===== src/rtl/sprite_raster_counter.sv =====
// Sweeps a SPR_W x SPR_H sprite at a latched origin, presenting on-screen pixels as screen/ROM address pairs.
// Latency: first pixel one edge after start; clipped pixels drop in one cycle and ignore ready; a free-running tick prescaler runs alongside.
module sprite_raster_counter #(
  parameter int SCREEN_W = 160,
  parameter int SCREEN_H = 120,
  parameter int SPR_W    = 40,
  parameter int SPR_H    = 40,
  parameter int X_W      = 8,
  parameter int Y_W      = 7,
  parameter int SCR_AW   = 15,
  parameter int SPR_AW   = 11,
  parameter int TICK_DIV = 12500000,
  parameter int TICK_W   = 26
) (
  input  logic              clk,
  input  logic              reset,
  input  logic              start,
  input  logic [X_W-1:0]    x0,
  input  logic [Y_W-1:0]    y0,
  input  logic              ready,
  output logic              valid,
  output logic [X_W-1:0]    px,
  output logic [Y_W-1:0]    py,
  output logic [SCR_AW-1:0] scr_addr,
  output logic [SPR_AW-1:0] spr_addr,
  output logic              busy,
  output logic              done,
  output logic              tick
);

  localparam int CW = (SPR_W > 1) ? $clog2(SPR_W) : 1;
  localparam int RW = (SPR_H > 1) ? $clog2(SPR_H) : 1;
  localparam int XS = X_W + 1;
  localparam int YS = Y_W + 1;
  localparam logic [CW-1:0]     COL_LAST = CW'(SPR_W - 1);
  localparam logic [RW-1:0]     ROW_LAST = RW'(SPR_H - 1);
  localparam logic [TICK_W-1:0] CNT_LAST = TICK_W'(TICK_DIV - 1);

  typedef enum logic [1:0] {IDLE, RUN, DONE} state_t;

  state_t            state;
  logic [CW-1:0]     col;
  logic [RW-1:0]     row;
  logic [X_W-1:0]    ox;
  logic [Y_W-1:0]    oy;
  logic [TICK_W-1:0] cnt;
  logic [X_W:0]      sx;
  logic [Y_W:0]      sy;
  logic              on_screen;
  logic              adv;

  // One extra bit on the sums so origins near the edge clip instead of wrapping.
  assign sx        = {1'b0, ox} + XS'(col);
  assign sy        = {1'b0, oy} + YS'(row);
  assign on_screen = (32'(sx) < 32'(SCREEN_W)) && (32'(sy) < 32'(SCREEN_H));
  assign adv       = !on_screen || ready;

  assign valid    = (state == RUN) && on_screen;
  assign busy     = (state != IDLE);
  assign done     = (state == DONE);
  assign tick     = (cnt == CNT_LAST);
  assign px       = sx[X_W-1:0];
  assign py       = sy[Y_W-1:0];
  assign scr_addr = SCR_AW'(py) * SCR_AW'(SCREEN_W) + SCR_AW'(px);
  assign spr_addr = SPR_AW'(row) * SPR_AW'(SPR_W) + SPR_AW'(col);

  always_ff @(posedge clk or posedge reset) begin
    if (reset) begin
      state <= IDLE;
      col   <= '0;
      row   <= '0;
      ox    <= '0;
      oy    <= '0;
    end else begin
      case (state)
        IDLE: begin
          if (start) begin
            ox    <= x0;
            oy    <= y0;
            col   <= '0;
            row   <= '0;
            state <= RUN;
          end
        end
        RUN: begin
          if (adv) begin
            if (col == COL_LAST) begin
              col <= '0;
              if (row == ROW_LAST) state <= DONE;
              else                 row   <= row + 1'b1;
            end else begin
              col <= col + 1'b1;
            end
          end
        end
        DONE:    state <= IDLE;
        default: state <= IDLE;
      endcase
    end
  end

  always_ff @(posedge clk or posedge reset) begin
    if (reset)                cnt <= '0;
    else if (cnt == CNT_LAST) cnt <= '0;
    else                      cnt <= cnt + 1'b1;
  end

endmodule


===== config.mk =====
export PLATFORM = sky130hd
export DESIGN_NAME = sprite_raster_counter
export DESIGN_NICKNAME = d
export VERILOG_FILES = /design/src/rtl/sprite_raster_counter.sv
export SDC_FILE = /design/constraint.sdc
export NUM_CORES = 1
export LEC_CHECK = 0
export BUFFER_PORTS_ARGS = -buffer_cell sky130_fd_sc_hd__clkbuf_2
export CAP_MARGIN = 10
export CORE_UTILIZATION = 45
export DETAILED_ROUTE_END_ITERATION = 8
export PLACE_DENSITY = 0.66
export SLEW_MARGIN = 15
export SYNTH_ARGS = -nofsm -noshare
export SYNTH_HDL_FRONTEND = slang
export SYNTH_SLANG_ARGS = --single-unit

===== constraint.sdc =====
create_clock -name clk -period 5.5 [get_ports clk]
set_input_delay 0.55 -clock clk [delete_from_list [all_inputs] [get_ports clk]]
set_output_delay 0.55 -clock clk [all_outputs]
set_load 0.03 [all_outputs]

==> flow_results.xml, run 1 <==
<?xml version="1.0" encoding="UTF-8"?>
<metrics>
  <group name="global_route">
    <metric name="gr-total-overflow" unit="">0</metric>
    <metric name="grt_antenna_before_repair" unit="">0</metric>
    <metric name="grt_pass1_wl" unit="mm">14.3</metric>
    <metric name="grt.total_usage" unit="%">18.3</metric>
    <metric name="grt_pass1_vias" unit="">3080</metric>
    <metric name="grt_start_max_net_pins" unit="">56</metric>
  </group>
  <group name="critical_path">
    <metric name="timing.critical_path.arrival" unit="ns">4.61</metric>
    <metric name="critical_path_class" unit="">flop to primary output</metric>
    <metric name="worst_setup_path_start_kind" unit="">flop</metric>
    <metric name="type_of_element_capturing_the_critical_path" unit="">primary output</metric>
    <metric name="cp_max_fo" unit="">8</metric>
    <metric name="critical_path_required" unit="ns">4.95</metric>
  </group>
  <group name="floorplanning">
    <metric name="std_cell_rows" unit="">34</metric>
    <metric name="floorplan.initialDensity" unit="%">46.3</metric>
    <metric name="die_height" unit="um">96.8</metric>
    <metric name="fp.dieArea" unit="sq um">9360</metric>
    <metric name="design.core.area" unit="sq um">8720</metric>
    <metric name="die_w" unit="um">96.8</metric>
    <metric name="boundaryPins" unit="">64</metric>
  </group>
  <group name="synth">
    <metric name="syn_inst" unit="">429</metric>
    <metric name="synth_most_common_cell" unit="">dfrtp_1</metric>
    <metric name="synth.avg_cell_area" unit="sq um">9.42</metric>
    <metric name="number_of_synthesized_flops_with_an_enable_pin" unit="">0</metric>
    <metric name="synth_nets" unit="">489</metric>
    <metric name="yosysWarningCount" unit="">0</metric>
    <metric name="synth-seq-area-share" unit="%">34.1</metric>
    <metric name="synth.largest_area_cell" unit="">dfrtp_1</metric>
    <metric name="async_flop_share" unit="%">100</metric>
    <metric name="synth_top_area_share" unit="%">34.1</metric>
    <metric name="post_synthesis_cell_type_count" unit="">53</metric>
    <metric name="postSynthRegisterBits" unit="">55</metric>
    <metric name="leading_cell_types_by_total_area_after_synthesis" unit="">dfrtp_1, ha_1, xnor2_1, xor2_1, nor2_1</metric>
    <metric name="leading_register_cell_type_out_of_synthesis" unit="">dfrtp_1</metric>
    <metric name="netlist_top_cells_count" unit="">dfrtp_1, nor2_1, ha_1, xnor2_1</metric>
    <metric name="synthesis.area" unit="sq um">4040</metric>
  </group>
  <group name="place">
    <metric name="dp_hpwl" unit="mm">6.46</metric>
    <metric name="gp_routability_congestion" unit="">0.873</metric>
    <metric name="placement.io_buffers" unit="">63</metric>
  </group>
  <group name="timing">
    <metric name="grt_setup_unrepaired" unit="">false</metric>
    <metric name="max-slew-margin-rel" unit="%">30.7</metric>
    <metric name="f_max" unit="GHz">0.194</metric>
    <metric name="tightest_slew" unit="ns">1.03</metric>
    <metric name="report.final.slew_viol_count" unit="">0</metric>
    <metric name="final.min_clock_period" unit="ns">5.16</metric>
    <metric name="setup_viol_count_final" unit="">0</metric>
    <metric name="final.setup_skew" unit="ns">0.0101</metric>
    <metric name="final_min_period_over_clock_period" unit="%">93.9</metric>
    <metric name="hold_ws" unit="ns">0.406</metric>
    <metric name="final_hold_violating_endpoints" unit="">0</metric>
    <metric name="timing.setup.tns" unit="ns">0</metric>
  </group>
  <group name="clock_network">
    <metric name="clock_path_buffers" unit="">2</metric>
    <metric name="postCtsSetupRepairBufs" unit="">0</metric>
    <metric name="clock_buffer_count_from_cts" unit="">5</metric>
    <metric name="tritoncts_clock_tree" unit="">yes</metric>
    <metric name="clk_transition_reported_paths" unit="ns">0.11</metric>
    <metric name="clock_sink_count" unit="">55</metric>
    <metric name="cts-hold-fix-buffers" unit="">0</metric>
    <metric name="cts_resized" unit="">0</metric>
    <metric name="clock_insertion_delay_worst_skew" unit="ns">0.31</metric>
    <metric name="clock-root-buffer" unit="">clkbuf_8</metric>
    <metric name="cts_htree_levels" unit="">2</metric>
  </group>
  <group name="routing">
    <metric name="wl_met3" unit="um">375</metric>
    <metric name="wl_per_cell" unit="um">13.8</metric>
    <metric name="initialDrtViolationCount" unit="">128</metric>
    <metric name="first_pass_iteration_count_of_the_detailed_router" unit="">4</metric>
    <metric name="drc" unit="">0</metric>
    <metric name="vias" unit="">3261</metric>
    <metric name="wirelength_met1" unit="mm">3.71</metric>
    <metric name="drt_antenna_net_count" unit="">0</metric>
    <metric name="highest_metal_used" unit="">met4</metric>
    <metric name="viasPerCell" unit="">5.47</metric>
    <metric name="route.met2.wl" unit="mm">4.05</metric>
    <metric name="detail_route.wirelength" unit="mm">8.22</metric>
  </group>
  <group name="cells_and_area">
    <metric name="synthToLayoutAreaGrowth" unit="%">11.6</metric>
    <metric name="fraction_of_layout_cells_with_a_size_suffix_above_1" unit="%">20.7</metric>
    <metric name="layout.filler_cells" unit="">823</metric>
    <metric name="antennaDiodeCount" unit="">0</metric>
    <metric name="fin_nets" unit="">547</metric>
  </group>
  <group name="job">
    <metric name="cap_viol_max_count" unit="">0</metric>
  </group>
  <group name="status">
    <metric name="status" unit="">finished clean</metric>
  </group>
  <group name="worst_hold_path">
    <metric name="min-delay-path-class" unit="">input pin to async pin</metric>
  </group>
</metrics>
-- final cells by class --
class                   instances  area, sq um  area share, %
repair buffers                 65          330           7.32
well taps                     108          135           3.00
inverters                      27          101           2.25
clock buffers                   6         82.6           1.83
clock inverters                 2         17.5          0.388
multi-input cells             333         2470           54.7
flip-flops and latches         55         1380           30.5
-- metrics by stage --
step	std cells	setup slack [ns]	util (%)	cell area [sq um]
6_report	596	0.338	51.7	4510
5_1_grt	596	0.103	51.7	4510
4_1_cts	596	0.361	51.7	4510
3_5_place_dp	588	0.720	50.6	4410
3_3_place_gp	588	0.825	50.6	4410
2_1_floorplan	429	0.629	-	4040
-- flip-flops by register name (all words and copies together), names as in the netlist --
register	flops
oy	7
col	6
cnt	26
ox	8
row	6
state	2
-- per-layer routing --
layer	vias to the layer above	GRT usage [%]
met5	-	0
met4	0	4.25
met3	11	3.97
met2	77	30.7
met1	1563	24.2
li1	1610	-
-- kinds of logic after synthesis --
family	after synthesis	share of synthesized area (%)
flip-flops	55	34.1
AND/OR/NAND/NOR	152	19.3
multiplexers	13	3.62
buffers and inverters	41	5.05
AO/OA/AOI/OAI	70	11.6
XOR/XNOR	57	12.5
adder cells (fa/ha/maj)	41	13.8
-- critical path, cell delays in order (launching register included) --
cell and delay, ns:
dfrtp_1 0.49, ha_1 0.27, fa_1 0.41, a21o_1 0.21, a21oi_2 0.20, xnor2_2 0.13, and2_1 0.17, or2_2 0.32
fa_1 0.46, xor2_1 0.18, or3_1 0.39, nor3_1 0.37, a311oi_1 0.17, o22ai_1 0.19, xnor2_1 0.13, clkbuf_2 0.22
-- cells in the final DEF, fill, tap and decap left out, types with 8 or more instances in the layout --
cell type,Yosys,final
a21o_1,8,8
a21oi_1,15,15
and3_1,9,9
clkbuf_2,0,63
dfrtp_1,55,55
ha_1,35,35
inv_1,27,26
mux2_2,13,13
nand2_1,25,25
nand3_1,21,21
nor2_1,43,43
nor2b_1,9,9
o21ai_0,9,9
o21ai_1,9,9
xnor2_1,29,29
xor2_1,27,27
-- final timing paths --
kind / to / slack [ns] / cells past startpoint / start
max reg2reg: col[1] / 2.03 / 10 / row[0]
max: scr_addr[13] / 0.34 / 15 / row[0]
max in group asynchronous: oy[6] / 4.65 / 3 / reset
min in group clk: oy[6] / 0.44 / 3 / y0[6]
min reg2reg: cnt[4] / 0.48 / 1 / cnt[4]
min: col[0] / 0.41 / 3 / reset
Power of run 1 is left out: the tool's default activity adds up to more than one toggle a clock period on the data nets, which glitch-free logic cannot reach.
==> inputs of run 2 (changes only) <==
--- a/config.mk
+++ b/config.mk
@@ -10,6 +10,7 @@
 export CORE_UTILIZATION = 45
 export DETAILED_ROUTE_END_ITERATION = 8
 export PLACE_DENSITY = 0.66
+export RECOVER_POWER = 25
 export SLEW_MARGIN = 15
 export SYNTH_ARGS = -nofsm -noshare
 export SYNTH_HDL_FRONTEND = slang
==> flow_results.xml, run 2 (same netlist as run 1, synthesis figures left out) <==
<?xml version="1.0" encoding="UTF-8"?>
<metrics>
  <group name="routing">
    <metric name="drc" unit="">0</metric>
    <metric name="first_pass_iteration_count_of_the_detailed_router" unit="">4</metric>
    <metric name="drt_antenna_net_count" unit="">0</metric>
    <metric name="vias" unit="">3259</metric>
    <metric name="viasPerCell" unit="">5.47</metric>
    <metric name="initialDrtViolationCount" unit="">128</metric>
    <metric name="wl_per_cell" unit="um">13.8</metric>
    <metric name="detail_route.wirelength" unit="mm">8.21</metric>
  </group>
  <group name="floorplanning">
    <metric name="fp.dieArea" unit="sq um">9360</metric>
    <metric name="std_cell_rows" unit="">34</metric>
    <metric name="boundaryPins" unit="">64</metric>
    <metric name="die_w" unit="um">96.8</metric>
    <metric name="die_height" unit="um">96.8</metric>
    <metric name="floorplan.initialDensity" unit="%">46.3</metric>
    <metric name="design.core.area" unit="sq um">8720</metric>
  </group>
  <group name="cells_and_area">
    <metric name="fin_nets" unit="">547</metric>
    <metric name="final_common_cell" unit="">clkbuf_2</metric>
    <metric name="register_containing_the_most_flip_flops_in_the_final_layout" unit="">cnt</metric>
    <metric name="layout.filler_cells" unit="">824</metric>
    <metric name="fraction_of_layout_cells_with_a_size_suffix_above_1" unit="%">20.3</metric>
    <metric name="top_regs" unit="">cnt x26, ox x8, oy x7</metric>
    <metric name="largest_register_ffs" unit="">26</metric>
    <metric name="synthToLayoutAreaGrowth" unit="%">11.5</metric>
    <metric name="layout_common_cells" unit="">clkbuf_2, dfrtp_1, nor2_1</metric>
    <metric name="antennaDiodeCount" unit="">0</metric>
    <metric name="final_cells" unit="">596</metric>
  </group>
  <group name="critical_path">
    <metric name="ff2ff_setup_slack" unit="ns">2.03</metric>
    <metric name="reg2reg_from" unit="">row[0]</metric>
    <metric name="setup.worst_path.start" unit="">row[0]</metric>
    <metric name="timing.critical_path.arrival" unit="ns">4.61</metric>
    <metric name="worst_setup_path_start_kind" unit="">flop</metric>
    <metric name="r2r-end" unit="">col[1]</metric>
    <metric name="critical_path_class" unit="">flop to primary output</metric>
    <metric name="critical_path_required" unit="ns">4.95</metric>
    <metric name="number_of_cells_on_the_worst_reg_to_reg_path" unit="">10</metric>
    <metric name="cp_max_fo" unit="">8</metric>
    <metric name="endpoint" unit="">scr_addr[13]</metric>
    <metric name="type_of_element_capturing_the_critical_path" unit="">primary output</metric>
  </group>
  <group name="timing">
    <metric name="hold_ws" unit="ns">0.439</metric>
    <metric name="final_hold_violating_endpoints" unit="">0</metric>
    <metric name="final.min_clock_period" unit="ns">5.16</metric>
    <metric name="final.setup_skew" unit="ns">0.0101</metric>
    <metric name="timing.setup.tns" unit="ns">0</metric>
    <metric name="max-slew-margin-rel" unit="%">-94.0</metric>
    <metric name="final_min_period_over_clock_period" unit="%">93.9</metric>
    <metric name="report.final.slew_viol_count" unit="">56</metric>
    <metric name="f_max" unit="GHz">0.194</metric>
    <metric name="grt_setup_unrepaired" unit="">false</metric>
    <metric name="setup_viol_count_final" unit="">0</metric>
    <metric name="tightest_slew" unit="ns">2.91</metric>
  </group>
  <group name="global_route">
    <metric name="grt_antenna_before_repair" unit="">0</metric>
    <metric name="grt_start_max_net_pins" unit="">56</metric>
    <metric name="grt_pass1_vias" unit="">3080</metric>
    <metric name="grt.total_usage" unit="%">18.3</metric>
    <metric name="gr-total-overflow" unit="">0</metric>
    <metric name="grt_pass1_wl" unit="mm">14.3</metric>
  </group>
  <group name="job">
    <metric name="cap_viol_max_count" unit="">1</metric>
  </group>
  <group name="place">
    <metric name="gp_routability_congestion" unit="">0.873</metric>
    <metric name="dpl.cell_count" unit="">588</metric>
    <metric name="placement.io_buffers" unit="">63</metric>
    <metric name="dp_hpwl" unit="mm">6.46</metric>
  </group>
  <group name="clock_network">
    <metric name="clock_insertion_delay_worst_skew" unit="ns">0.31</metric>
    <metric name="clock_buffer_count_from_cts" unit="">5</metric>
    <metric name="clk_transition_reported_paths" unit="ns">0.10</metric>
    <metric name="cts_resized" unit="">0</metric>
    <metric name="cts_htree_levels" unit="">2</metric>
    <metric name="clock_path_buffers" unit="">2</metric>
    <metric name="clock_sink_count" unit="">55</metric>
    <metric name="tritoncts_clock_tree" unit="">yes</metric>
    <metric name="clock-root-buffer" unit="">clkbuf_8</metric>
    <metric name="cts-hold-fix-buffers" unit="">0</metric>
    <metric name="postCtsSetupRepairBufs" unit="">0</metric>
  </group>
  <group name="status">
    <metric name="failing_checks" unit="">capacitance limit, slew limit</metric>
    <metric name="status" unit="">finished with violations</metric>
  </group>
  <group name="worst_hold_path">
    <metric name="min-delay-path-class" unit="">input pin to flop</metric>
  </group>
</metrics>
run 2: changes by cell type in the layout (fill, tap and decap cells not counted):
cell | before | now
clkbuf_1 | 0 | 1
inv_1 | 26 | 27
buf_4 | 2 | 1
inv_2 | 1 | 0
run 2: critical path: stages, from the launching register on:
cell and delay [ns]:
dfrtp_1 0.49, ha_1 0.27, fa_1 0.41, a21o_1 0.21
a21oi_2 0.20, xnor2_2 0.13, and2_1 0.17, or2_2 0.32
fa_1 0.46, xor2_1 0.18, or3_1 0.39, nor3_1 0.37
a311oi_1 0.17, o22ai_1 0.19, xnor2_1 0.13, clkbuf_2 0.22
run 2: how the worst min path moves through the flow:
stage	depth (start not counted)	startpoint	endpoint
floorplan	1	cnt[4]	cnt[4]
global placement	1	cnt[4]	cnt[4]
detailed placement	1	cnt[4]	cnt[4]
CTS	3	reset	col[4]
global route	2	x0[4]	ox[4]
finish	3	y0[6]	oy[6]
run 2: final cells by class:
| class | instances | area, sq um | area share [%] |
|---|---|---|---|
| Inverter | 27 | 101 | 2.25 |
| Multi-Input combinational cell | 333 | 2470 | 54.7 |
| Timing Repair Buffer | 65 | 327 | 7.25 |
| Clock inverter | 2 | 17.5 | 0.389 |
| Sequential cell | 55 | 1380 | 30.5 |
| Clock buffer | 6 | 82.6 | 1.83 |
| Tap cell | 108 | 135 | 3.00 |
run 2: metal layers:
metal	vias to the layer above	GRT usage [%]	routed length [um]
li1	1611	-	-
met1	1560	24.2	3700
met2	77	30.7	4060
met3	11	3.97	375
met4	0	4.25	85
met5	-	0	0
run 2: stage by stage:
| step | setup slack [ns] | area (sq um) | util (%) |
|---|---|---|---|
| global placement | 0.825 | 4410 | 50.6 |
| detailed placement | 0.720 | 4410 | 50.6 |
| global route | 0.103 | 4510 | 51.7 |
| finish | 0.338 | 4510 | 51.7 |
| CTS | 0.361 | 4510 | 51.7 |
| floorplan | 0.629 | 4040 | - |
Power of run 2 is left out for the same reason.
==> inputs of run 3 (changes only) <==
--- a/config.mk
+++ b/config.mk
@@ -9,7 +9,7 @@
 export CAP_MARGIN = 10
 export CORE_UTILIZATION = 45
 export DETAILED_ROUTE_END_ITERATION = 8
-export PLACE_DENSITY = 0.66
+export PLACE_DENSITY = 0.74
 export RECOVER_POWER = 25
 export SLEW_MARGIN = 15
 export SYNTH_ARGS = -nofsm -noshare
==> flow_results.xml, run 3 (same netlist as run 1, synthesis figures left out) <==
<?xml version="1.0" encoding="UTF-8"?>
<metrics>
  <group name="critical_path">
    <metric name="critical_path_required" unit="ns">4.95</metric>
    <metric name="worst_path_largest_cell_delay" unit="ns">0.50</metric>
    <metric name="cp_max_fo" unit="">8</metric>
    <metric name="crit_chain" unit="">ha_1 &gt; fa_1 &gt; a21o_1 &gt; a21oi_2 &gt; xnor2_2 &gt; and2_1 &gt; or2_2 &gt; fa_1 &gt; xor2_1 &gt; or3_1 &gt; nor3_2 &gt; a311oi_1 &gt; o22ai_1 &gt; xnor2_1 &gt; clkbuf_2</metric>
    <metric name="timing.critical_path.arrival" unit="ns">4.52</metric>
    <metric name="worst_setup_path_start_kind" unit="">flop</metric>
    <metric name="cp_common_cell" unit="">fa_1</metric>
    <metric name="ff2ff_setup_slack" unit="ns">1.95</metric>
    <metric name="type_of_element_capturing_the_critical_path" unit="">primary output</metric>
    <metric name="timing.critical_path.slowest_stage_cell" unit="">dfrtp_1</metric>
    <metric name="critical_path_class" unit="">flop to primary output</metric>
  </group>
  <group name="routing">
    <metric name="drc" unit="">0</metric>
    <metric name="wl_per_cell" unit="um">14.0</metric>
    <metric name="viasPerCell" unit="">5.44</metric>
    <metric name="detail_route.wirelength" unit="mm">8.37</metric>
    <metric name="initialDrtViolationCount" unit="">114</metric>
    <metric name="drt_antenna_net_count" unit="">0</metric>
    <metric name="vias" unit="">3244</metric>
    <metric name="first_pass_iteration_count_of_the_detailed_router" unit="">4</metric>
  </group>
  <group name="floorplanning">
    <metric name="fp.dieArea" unit="sq um">9360</metric>
    <metric name="die_w" unit="um">96.8</metric>
    <metric name="floorplan.initialDensity" unit="%">46.3</metric>
    <metric name="boundaryPins" unit="">64</metric>
    <metric name="std_cell_rows" unit="">34</metric>
    <metric name="design.core.area" unit="sq um">8720</metric>
    <metric name="die_height" unit="um">96.8</metric>
  </group>
  <group name="worst_hold_path">
    <metric name="min-delay-path-class" unit="">input pin to flop</metric>
  </group>
  <group name="clock_network">
    <metric name="clk_transition_reported_paths" unit="ns">0.11</metric>
    <metric name="clock_buffer_count_from_cts" unit="">5</metric>
    <metric name="tritoncts_clock_tree" unit="">yes</metric>
    <metric name="postCtsSetupRepairBufs" unit="">0</metric>
    <metric name="clock_insertion_delay_worst_skew" unit="ns">0.31</metric>
    <metric name="clock_sink_count" unit="">55</metric>
    <metric name="clock_path_buffers" unit="">2</metric>
    <metric name="clock-root-buffer" unit="">clkbuf_8</metric>
    <metric name="cts_htree_levels" unit="">2</metric>
  </group>
  <group name="timing">
    <metric name="hold_ws" unit="ns">0.461</metric>
    <metric name="report.final.slew_viol_count" unit="">56</metric>
    <metric name="max-slew-margin-rel" unit="%">-95.1</metric>
    <metric name="grt_setup_unrepaired" unit="">false</metric>
    <metric name="f_max" unit="GHz">0.197</metric>
    <metric name="final_hold_violating_endpoints" unit="">0</metric>
    <metric name="tightest_slew" unit="ns">2.93</metric>
    <metric name="final.min_clock_period" unit="ns">5.07</metric>
    <metric name="timing.setup.tns" unit="ns">0</metric>
    <metric name="final.setup_skew" unit="ns">0.00922</metric>
    <metric name="final_min_period_over_clock_period" unit="%">92.3</metric>
    <metric name="setup_viol_count_final" unit="">0</metric>
  </group>
  <group name="cells_and_area">
    <metric name="layout.filler_cells" unit="">819</metric>
    <metric name="top_regs" unit="">cnt x26, ox x8, oy x7</metric>
    <metric name="fraction_of_layout_cells_with_a_size_suffix_above_1" unit="%">20.5</metric>
    <metric name="antennaDiodeCount" unit="">0</metric>
    <metric name="fin_nets" unit="">547</metric>
    <metric name="synthToLayoutAreaGrowth" unit="%">12.1</metric>
    <metric name="layout_common_cells" unit="">clkbuf_2, dfrtp_1, nor2_1</metric>
    <metric name="largest_register_ffs" unit="">26</metric>
    <metric name="register_containing_the_most_flip_flops_in_the_final_layout" unit="">cnt</metric>
    <metric name="final_common_cell" unit="">clkbuf_2</metric>
  </group>
  <group name="status">
    <metric name="failing_checks" unit="">capacitance limit, slew limit</metric>
    <metric name="status" unit="">finished with violations</metric>
  </group>
  <group name="global_route">
    <metric name="grt.total_usage" unit="%">18.7</metric>
    <metric name="grt_start_max_net_pins" unit="">56</metric>
    <metric name="gr-total-overflow" unit="">0</metric>
    <metric name="gr-max-usage-layer" unit="">met2</metric>
    <metric name="grt.met2_usage" unit="%">32.1</metric>
    <metric name="grt_pass1_wl" unit="mm">14.6</metric>
    <metric name="grt_pass1_vias" unit="">3258</metric>
    <metric name="gr-usage-met3" unit="%">3.18</metric>
    <metric name="gr-usage-met1" unit="%">25.0</metric>
    <metric name="grt_antenna_before_repair" unit="">0</metric>
  </group>
  <group name="place">
    <metric name="dp_hpwl" unit="mm">6.46</metric>
    <metric name="gp_routability_congestion" unit="">0.858</metric>
    <metric name="placement.io_buffers" unit="">63</metric>
  </group>
  <group name="job">
    <metric name="cap_viol_max_count" unit="">1</metric>
  </group>
</metrics>
[run 3: final timing paths]
check | end | from | cells past startpoint
max | scr_addr[13] | row[0] | 15
min | oy[2] | y0[2] | 2
max reg2reg | col[1] | row[0] | 10
min reg2reg | cnt[4] | cnt[4] | 1
max in group asynchronous | oy[5] | reset | 3
min in group asynchronous | cnt[13] | reset | 3
[run 3: metal layers]
| metal | vias to the layer above | part of all wire (%) |
|---|---|---|
| met5 | - | 0 |
| met4 | 0 | 0.44 |
| met3 | 5 | 3.2 |
| met2 | 58 | 49 |
| met1 | 1582 | 47 |
| li1 | 1599 | - |
[run 3: critical path: cells and delay by family, from the launching register on]
family          cells  cell delay, ns
simple gates        4            1.14
xor+xnor            3            0.44
buf+inv             1            0.22
fa+ha+maj           3            1.15
flops               1            0.50
compound gates      4            0.76
[run 3: per-stage QoR]
| step | area, sq um | utilization [%] | setup slack, ns | instances |
|---|---|---|---|---|
| 2_1_floorplan | 4040 | - | 0.629 | 429 |
| 3_3_place_gp | 4410 | 50.6 | 0.831 | 588 |
| 3_5_place_dp | 4410 | 50.6 | 0.691 | 588 |
| 4_1_cts | 4530 | 51.9 | 0.318 | 596 |
| 5_1_grt | 4530 | 52.0 | 0.154 | 596 |
| 6_report | 4530 | 52.0 | 0.426 | 596 |
[run 3: cell type report]
cell class | instances | area, sq um | share of cell area, %
Multi-Input combinational cell | 333 | 2470 | 54.6
Clock buffer | 5 | 68.8 | 1.52
Timing Repair Buffer | 65 | 327 | 7.21
Sequential cell | 55 | 1380 | 30.4
Tap cell | 108 | 135 | 2.98
Inverter | 27 | 101 | 2.24
Clock inverter | 3 | 50.0 | 1.10
[run 3: timing repair]
item / in CTS / in global routing
hold buffers: 0 / 0
resized for setup: 0 / 1
endpoints found under the hold margin: 0 / 0
endpoints found under the setup margin: 0 / 1
Power of run 3 is left out for the same reason.
